==> config.mk <==
export PLATFORM = sky130hd
export DESIGN_NAME = rotation_ctrl_flat
export DESIGN_NICKNAME = d
export VERILOG_FILES = /design/src/rtl/rotation_ctrl_if.sv /design/src/rtl/rotation_ctrl.sv /design/src/flat_wrapper.sv
export SDC_FILE = /design/constraint.sdc
export NUM_CORES = 1
export LEC_CHECK = 0
export CAP_MARGIN = 10
export CORE_ASPECT_RATIO = 0.9
export CORE_MARGIN = 4
export CORE_UTILIZATION = 30
export CTS_CLUSTER_DIAMETER = 200
export DETAILED_ROUTE_END_ITERATION = 7
export SLEW_MARGIN = 15
export SYNTH_ARGS = -nofsm -noshare
export SYNTH_HDL_FRONTEND = slang
export SYNTH_SLANG_ARGS = --single-unit
==> constraint.sdc <==
create_clock -name clk -period 2.85 [get_ports clk]
set_input_delay 0.7125 -clock clk [delete_from_list [all_inputs] [get_ports clk]]
set_output_delay 0.7125 -clock clk [all_outputs]
set_load 0.02 [all_outputs]
==> src/rtl/rotation_ctrl_if.sv <==
// Button inputs and display-mux control outputs of rotation_ctrl.
// master = stimulus/button side, slave = the controller itself.
interface rotation_ctrl_if;
    logic btn_run;
    logic btn_dir;
    logic en;
    logic cw;
    logic run_pulse;
    logic dir_pulse;
    logic run_db;
    logic dir_db;

    modport master (
        output btn_run, btn_dir,
        input  en, cw, run_pulse, dir_pulse, run_db, dir_db
    );

    modport slave (
        input  btn_run, btn_dir,
        output en, cw, run_pulse, dir_pulse, run_db, dir_db
    );
endinterface

==> src/rtl/rotation_ctrl.sv <==
// Run/pause and direction button conditioning: sync, debounce, press-edge toggle of en/cw.
// Press to pulse/toggle: 2**DB_N+4 clk edges after the raw rise; release clears db in the same time.
module rotation_ctrl #(
    parameter int DB_N = 20
) (
    input  logic             clk,
    input  logic             rst,
    rotation_ctrl_if.slave   bus
);

    typedef enum logic [1:0] {LOW, CHK_H, HIGH, CHK_L} db_state_e;

    localparam logic [DB_N-1:0] CNT_MAX = '1;

    // Index 0 = run button, index 1 = direction button.
    logic [1:0]       sync1_q;
    logic [1:0]       sync2_q;
    logic [1:0]       s_q;
    db_state_e        state_q [2];
    db_state_e        state_d [2];
    logic [DB_N-1:0]  cnt_q   [2];
    logic [DB_N-1:0]  cnt_d   [2];
    logic [1:0]       pulse_q;
    logic [1:0]       pulse_d;
    logic             en_q;
    logic             en_d;
    logic             cw_q;
    logic             cw_d;

    always_ff @(posedge clk or negedge rst) begin
        if (!rst) begin
            sync1_q <= '0;
            sync2_q <= '0;
            s_q     <= '0;
            pulse_q <= '0;
            en_q    <= 1'b0;
            cw_q    <= 1'b1;
            for (int i = 0; i < 2; i++) begin
                state_q[i] <= LOW;
                cnt_q[i]   <= '0;
            end
        end else begin
            sync1_q <= {bus.btn_dir, bus.btn_run};
            sync2_q <= sync1_q;
            s_q     <= sync2_q;
            pulse_q <= pulse_d;
            en_q    <= en_d;
            cw_q    <= cw_d;
            for (int i = 0; i < 2; i++) begin
                state_q[i] <= state_d[i];
                cnt_q[i]   <= cnt_d[i];
            end
        end
    end

    // The counter exits its check state at terminal count, so it never wraps.
    always_comb begin
        pulse_d = '0;
        for (int i = 0; i < 2; i++) begin
            state_d[i] = state_q[i];
            cnt_d[i]   = cnt_q[i];
            case (state_q[i])
                LOW: begin
                    if (s_q[i]) begin
                        state_d[i] = CHK_H;
                        cnt_d[i]   = '0;
                    end
                end
                CHK_H: begin
                    if (!s_q[i]) begin
                        state_d[i] = LOW;
                    end else if (cnt_q[i] == CNT_MAX) begin
                        state_d[i] = HIGH;
                        pulse_d[i] = 1'b1;
                    end else begin
                        cnt_d[i] = cnt_q[i] + 1'b1;
                    end
                end
                HIGH: begin
                    if (!s_q[i]) begin
                        state_d[i] = CHK_L;
                        cnt_d[i]   = '0;
                    end
                end
                CHK_L: begin
                    if (s_q[i]) begin
                        state_d[i] = HIGH;
                    end else if (cnt_q[i] == CNT_MAX) begin
                        state_d[i] = LOW;
                    end else begin
                        cnt_d[i] = cnt_q[i] + 1'b1;
                    end
                end
                default: state_d[i] = LOW;
            endcase
        end
        en_d = en_q ^ pulse_d[0];
        cw_d = cw_q ^ pulse_d[1];
    end

    assign bus.en        = en_q;
    assign bus.cw        = cw_q;
    assign bus.run_pulse = pulse_q[0];
    assign bus.dir_pulse = pulse_q[1];
    assign bus.run_db    = (state_q[0] == HIGH) || (state_q[0] == CHK_L);
    assign bus.dir_db    = (state_q[1] == HIGH) || (state_q[1] == CHK_L);

endmodule

==> src/flat_wrapper.sv <==
// flat-port wrapper written by rule: the top's interface ports become plain ports
module rotation_ctrl_flat 
#(
    parameter int DB_N = 20
)
  (clk, rst, bus_btn_run, bus_btn_dir, bus_en, bus_cw, bus_run_pulse, bus_dir_pulse, bus_run_db, bus_dir_db);
  rotation_ctrl_if bus_i ();
  input  logic clk;
  input  logic rst;
  input wire logic [$bits(bus_i.btn_run)-1:0] bus_btn_run;
  input wire logic [$bits(bus_i.btn_dir)-1:0] bus_btn_dir;
  output wire logic [$bits(bus_i.en)-1:0] bus_en;
  output wire logic [$bits(bus_i.cw)-1:0] bus_cw;
  output wire logic [$bits(bus_i.run_pulse)-1:0] bus_run_pulse;
  output wire logic [$bits(bus_i.dir_pulse)-1:0] bus_dir_pulse;
  output wire logic [$bits(bus_i.run_db)-1:0] bus_run_db;
  output wire logic [$bits(bus_i.dir_db)-1:0] bus_dir_db;
  assign bus_i.btn_run = bus_btn_run;
  assign bus_i.btn_dir = bus_btn_dir;
  assign bus_en = bus_i.en;
  assign bus_cw = bus_i.cw;
  assign bus_run_pulse = bus_i.run_pulse;
  assign bus_dir_pulse = bus_i.dir_pulse;
  assign bus_run_db = bus_i.run_db;
  assign bus_dir_db = bus_i.dir_db;
  rotation_ctrl #(.DB_N(DB_N)) u_core (.clk(clk), .rst(rst), .bus(bus_i));
endmodule
# Yosys cells after proc, flatten, opt, wreduce, memory -nomap -nowiden
# Index checks and enable logic that the tools add are counted.
# W data, S select, Z words.
dict set report op_classes {
  add_sub_neg 2
  mul 0
  div 0
  n_lt_le_gt_ge 0
  n_eq_ne 20
  n_shift 0
  mux 32
  bitwise_logic 2
  n_reduce_logical 8
}
# cell n
set ops {}
lappend ops {{$mux W20} 10}
lappend ops {{$pmux W20 S4} 2}
lappend ops {{$add A20 B1 Y20 const B} 2}
lappend ops {{$eq A20 B20 Y1 const B} 2}
lappend ops {{$mux W2} 12}
lappend ops {{$pmux W2 S4} 2}
lappend ops {{$reduce_and A4 Y1} 4}
lappend ops {{$eq A2 B2 Y1 const B} 4}
lappend ops {{$ne A2 B1 Y1 const B} 4}
lappend ops {{$ne A2 B2 Y1 const B} 4}
lappend ops {{$mux W1} 6}
lappend ops {{$ne A3 B1 Y1 const B} 2}
lappend ops {{$ne A3 B3 Y1 const B} 2}
lappend ops {{$eq A2 B1 Y1 const B} 2}
lappend ops {{$logic_not A2 Y1} 2}
lappend ops {{$logic_or A1 B1 Y1} 2}
lappend ops {{$xor A1 B1 Y1} 2}
dict set report word_totals {
  regBits 54
  latchBits 0
  ramBits 0
  romBits 0
  inputBits 4
  out_inout_bits 6
  memories 0
}

# Longest topological paths before layout
dict set report logic_depth {
  word_depth 5
  ltp_mapped 7
}

# Worst setup path after synthesis
# No wires, ideal clock.
dict set report synth_timing {
  path_kind {reg2reg}
  from {reg u_core.cnt_q[20] (netlist bit)}
  to {reg u_core.cnt_q[20] (netlist bit)}
  setup_ns 0.121
  t_arrival_ns 1.876
  t_required_ns 2.729
  path_slack_ns 0.853
  stages_incl_launch_ff 7
  n_path_buf 0
  path_cell_list {dfrtp_1 ha_1 nand4_1 nor4_2 and3_1 mux2_1 a22o_1}
}
dict set report synth_between {
  elab_chain_cells 4
  word_cells_on_any_way 6
  classes_between {add/sub: 1; eq/ne: 1; mux: 4}
}
# item line_no
set synth_lines {}
lappend synth_lines {{start, declared} rotation_ctrl.sv:21} ;# logic [DB_N-1:0] cnt_q [2];
lappend synth_lines {{start signal, assigned by index} rotation_ctrl.sv:51} ;# cnt_q[i] <= cnt_d[i];
lappend synth_lines {{$add A20 B1 Y20 / $eq A20 B20 Y1 (equally long branches)} -}
lappend synth_lines {{$mux W20 *} {rotation_ctrl.sv:72, rotation_ctrl.sv:88}}
lappend synth_lines {{$mux W20, on equally long branches} {rotation_ctrl.sv:86, rotation_ctrl.sv:70}}
lappend synth_lines {{$pmux W20 S4 *} rotation_ctrl.sv:62} ;# case (state_q[i])
# Mark *: on every way between the ends. The rest lies on a longest branch, timed or not. The select of a mux whose other input is x is not followed.
# A chain may end at the register's enable or synchronous reset.

# Worst setup path after layout
# Same ends and word-level chain as after synthesis.

==> metrics.txt <==
status=finished clean; # diodes=0; r2r setup slk=0.60 ns; DR vias=2279; top cell type's share of synthesized area=46.43%; worst min path class=input port to async pin; gr ovfl total=0; buffer count from post-CTS setup fixing=0; dominant cell type by area after synthesis=dfrtp_1; Worst R2R End=u_core.cnt_q[20]$_DFFE_PN0P_; Max Freq=0.4438 GHz; Buffers & Inverters on Critical Path=0; die area=11150 um2; P_int=1.103 mW; largest net degree at the start of global routing=22; Worst-Skew Late Latency=0.31 ns; Core Footprint=9208 um2; Tmin final=2.253 ns; CP cell instances=ha_1 > nand4_1 > nor4_2 > and3_1 > mux2_1 > a22o_1; GRT Total Usage=10.19%; unrepaired setup endpoints after global routing=false; EDFF count, synth=0; Gate power share=7.6%; Final period util=79.06%; wire per inst=13.37 um; CTS max path bufs=2; asr flop ratio synth=100.0%; Crit. path cell count=6; Final Max Slew Viols=0; Switch Pwr=0.3633 mW; DR iter-0 viols=139; first-pass GRT wire length=9522 um; number of I/O pins=10; net count reported at finish=309; setup TNS=0 ns; Seq pwr share=56.7%; Worst-Margin Slew=0.7872 ns; Rows=33; clock skew=0.007902 ns; RD Place Congestion=0.8357; Final Cell Area=3224 um2; pwr dens=454.7 nW/um2; Detailed Route WL=5694 um; CP max FO=6; Cell variety after synth=57; Cells after Synth=290; Fin. Hold Viols=0; CTS sink cnt=54; Critical Path AT=2.47 ns; CP max stage delay=0.56 ns; Num CTS Buffers=5; worst IR drop on VDD=0.2053 mV; DIE WIDTH=110.9 um; prevailing post-synth register cell=dfrtp_1; CTS tree=yes; Post-Syn Area=2856 um2; Starting Density=31.02%; vias in the first global route=2016; CTS clk-pin slew, worst paths=0.10 ns; initial antenna violation count=0; Area growth syn-to-layout=12.88%; cts hold-fix bufs=0; post-CTS resize count=0; class of the most critical setup path=flop to flop; first-pass detailed-route iteration total=4; PortBufs=9; crit start category=flop; Leakage=1.355 nW; Vias/cell=5.350; CP Data Required Time=3.06 ns; CP Launch Point=u_core.cnt_q[20]$_DFFE_PN0P_; reg2reg path depth=6; DR DRC count=0; Clk network pwr share=35.7%; Final HPWL DP=4002 um; worst r2r src=u_core.cnt_q[20]$_DFFE_PN0P_; Mapped Avg Cell Area=9.850 um2; MaxCap Viol Count=0; Die Y=100.6 um; Synth area leaders=dfrtp_1 46%, nand2_1 4.3%, a21oi_1 3.0%; slowest cell on the critical path=nor4_2; Sw Share=24.78%; dpl cell area=3110 um2; crit-path leading delay family=simple AND/OR/NAND/NOR gates; Ys Warns=0; H-tree depth=2; clk root buf=clkbuf_8; CP endpoint kind=flop; share of layout cells above drive strength 1=11.84%; Max-slew headroom=47.33%; Final ANT Viol Nets=0; final core occ=35.02%; register area share after synthesis=47.35%; final setup fails=0; CP Capture Point=u_core.cnt_q[20]$_DFFE_PN0P_; synthesized flop and latch total=54; syn nets=296
-- cell families after synthesis --
| logic type | count (synthesis) | share of synthesized area [%] |
|---|---|---|
| buffers and inverters | 14 | 2.322 |
| multiplexers | 7 | 2.672 |
| AO/OA/AOI/OAI | 63 | 15.11 |
| flip-flops | 54 | 47.35 |
| adder cells (fa/ha/maj) | 2 | 0.8759 |
| XOR/XNOR | 14 | 4.556 |
| AND/OR/NAND/NOR | 136 | 27.11 |
-- flip-flops by register name, summed over array words and instances, names as in the netlist, named ones only --
signal,flops
u_core.state_q,2
u_core.sync2_q,2
u_core.s_q,2
u_core.pulse_q,2
u_core.bus.en,1
u_core.sync1_q,2
u_core.bus.cw,1
u_core.cnt_q,40
-- Yosys cell counts, types with 3 or more instances --
library cell,number
or3_1,4
nand2_1,33
nand3b_1,4
xor2_1,4
a21oi_1,17
a22o_1,6
nor3_1,5
a211oi_1,4
a31oi_1,5
a221o_1,3
o21ai_0,8
clkbuf_1,8
or4_1,4
dfrtp_1,53
and3_1,9
nor2_1,21
and3_2,4
and4_1,6
mux2_2,3
xnor2_1,9
nand4_1,8
nand3_1,17
o211ai_1,3
nor3b_1,4
o31ai_1,6
-- layout by cell type, fill, tap and decap left out, drive strengths merged, types with 6 or more instances in the layout --
cell type,count
nand2,34
dfrtp,53
o31ai,6
o21ai,8
and3,13
a21oi,17
nand4,9
xnor2,9
nor2,21
clkdlybuf4s50,8
nand3,17
and4,6
a22o,7
buf,10
-- area by class of cell --
cell class / count / area (um2)
clock buffer: 5 / 68.82
clock inverter: 3 / 45.04
fill: 886 / 5983
inverter: 2 / 7.507
multi-input combinational: 222 / 1445
sequential: 54 / 1353
tap: 122 / 152.6
timing repair buffer: 18 / 152.6
-- per-stage QoR --
step,hold WS [ns],worst slack [ns],std cells,power (mW)
CTS,0.3557,0.6146,426,1.485
floorplan,0.3312,0.8525,290,0.9091
detailed placement,0.3364,0.6454,418,0.9583
finish,0.3415,0.5967,426,1.466
global route,0.3632,0.4673,426,1.534
global placement,0.3323,0.7050,418,0.9542
-- power groups by stage --
stage | clock network [mW] | logic (mW) | registers [mW]
finish | 0.523 | 0.111 | 0.831
global route | 0.568 | 0.126 | 0.839
CTS | 0.541 | 0.113 | 0.831
detailed placement | 0 | 0.112 | 0.846
global placement | 0 | 0.110 | 0.844
floorplan | 0 | 0.0721 | 0.837
-- worst min path at each step --
stage / from / end / slack, ns
floorplan: u_core.sync2_q[0]$_DFF_PN0_ / u_core.s_q[0]$_DFF_PN0_ / 0.33
detailed placement: u_core.sync1_q[0]$_DFF_PN0_ / u_core.sync2_q[0]$_DFF_PN0_ / 0.34
finish: rst / u_core.cnt_q[26]$_DFFE_PN0P_ / 0.34
global placement: u_core.sync2_q[1]$_DFF_PN0_ / u_core.s_q[1]$_DFF_PN0_ / 0.33
global route: u_core.sync2_q[1]$_DFF_PN0_ / u_core.s_q[1]$_DFF_PN0_ / 0.36
CTS: rst / u_core.cnt_q[26]$_DFFE_PN0P_ / 0.36
-- worst reg2reg max path: stages, from the launching register on --
cell and delay [ns]:
dfrtp_1 0.44, ha_1 0.23, nand4_1 0.13, nor4_2 0.56, and3_1 0.29, mux2_1 0.33, a22o_1 0.17
-- layer usage --
layer	track usage, %	vias up	wire (um)
li1	-	1112	-
met3	2.341	5	247
met1	15.10	1108	2935
met5	0	-	0
met2	14.74	54	2461
met4	3.125	0	48
No activity file was read; power rests on OpenSTA's default activity.
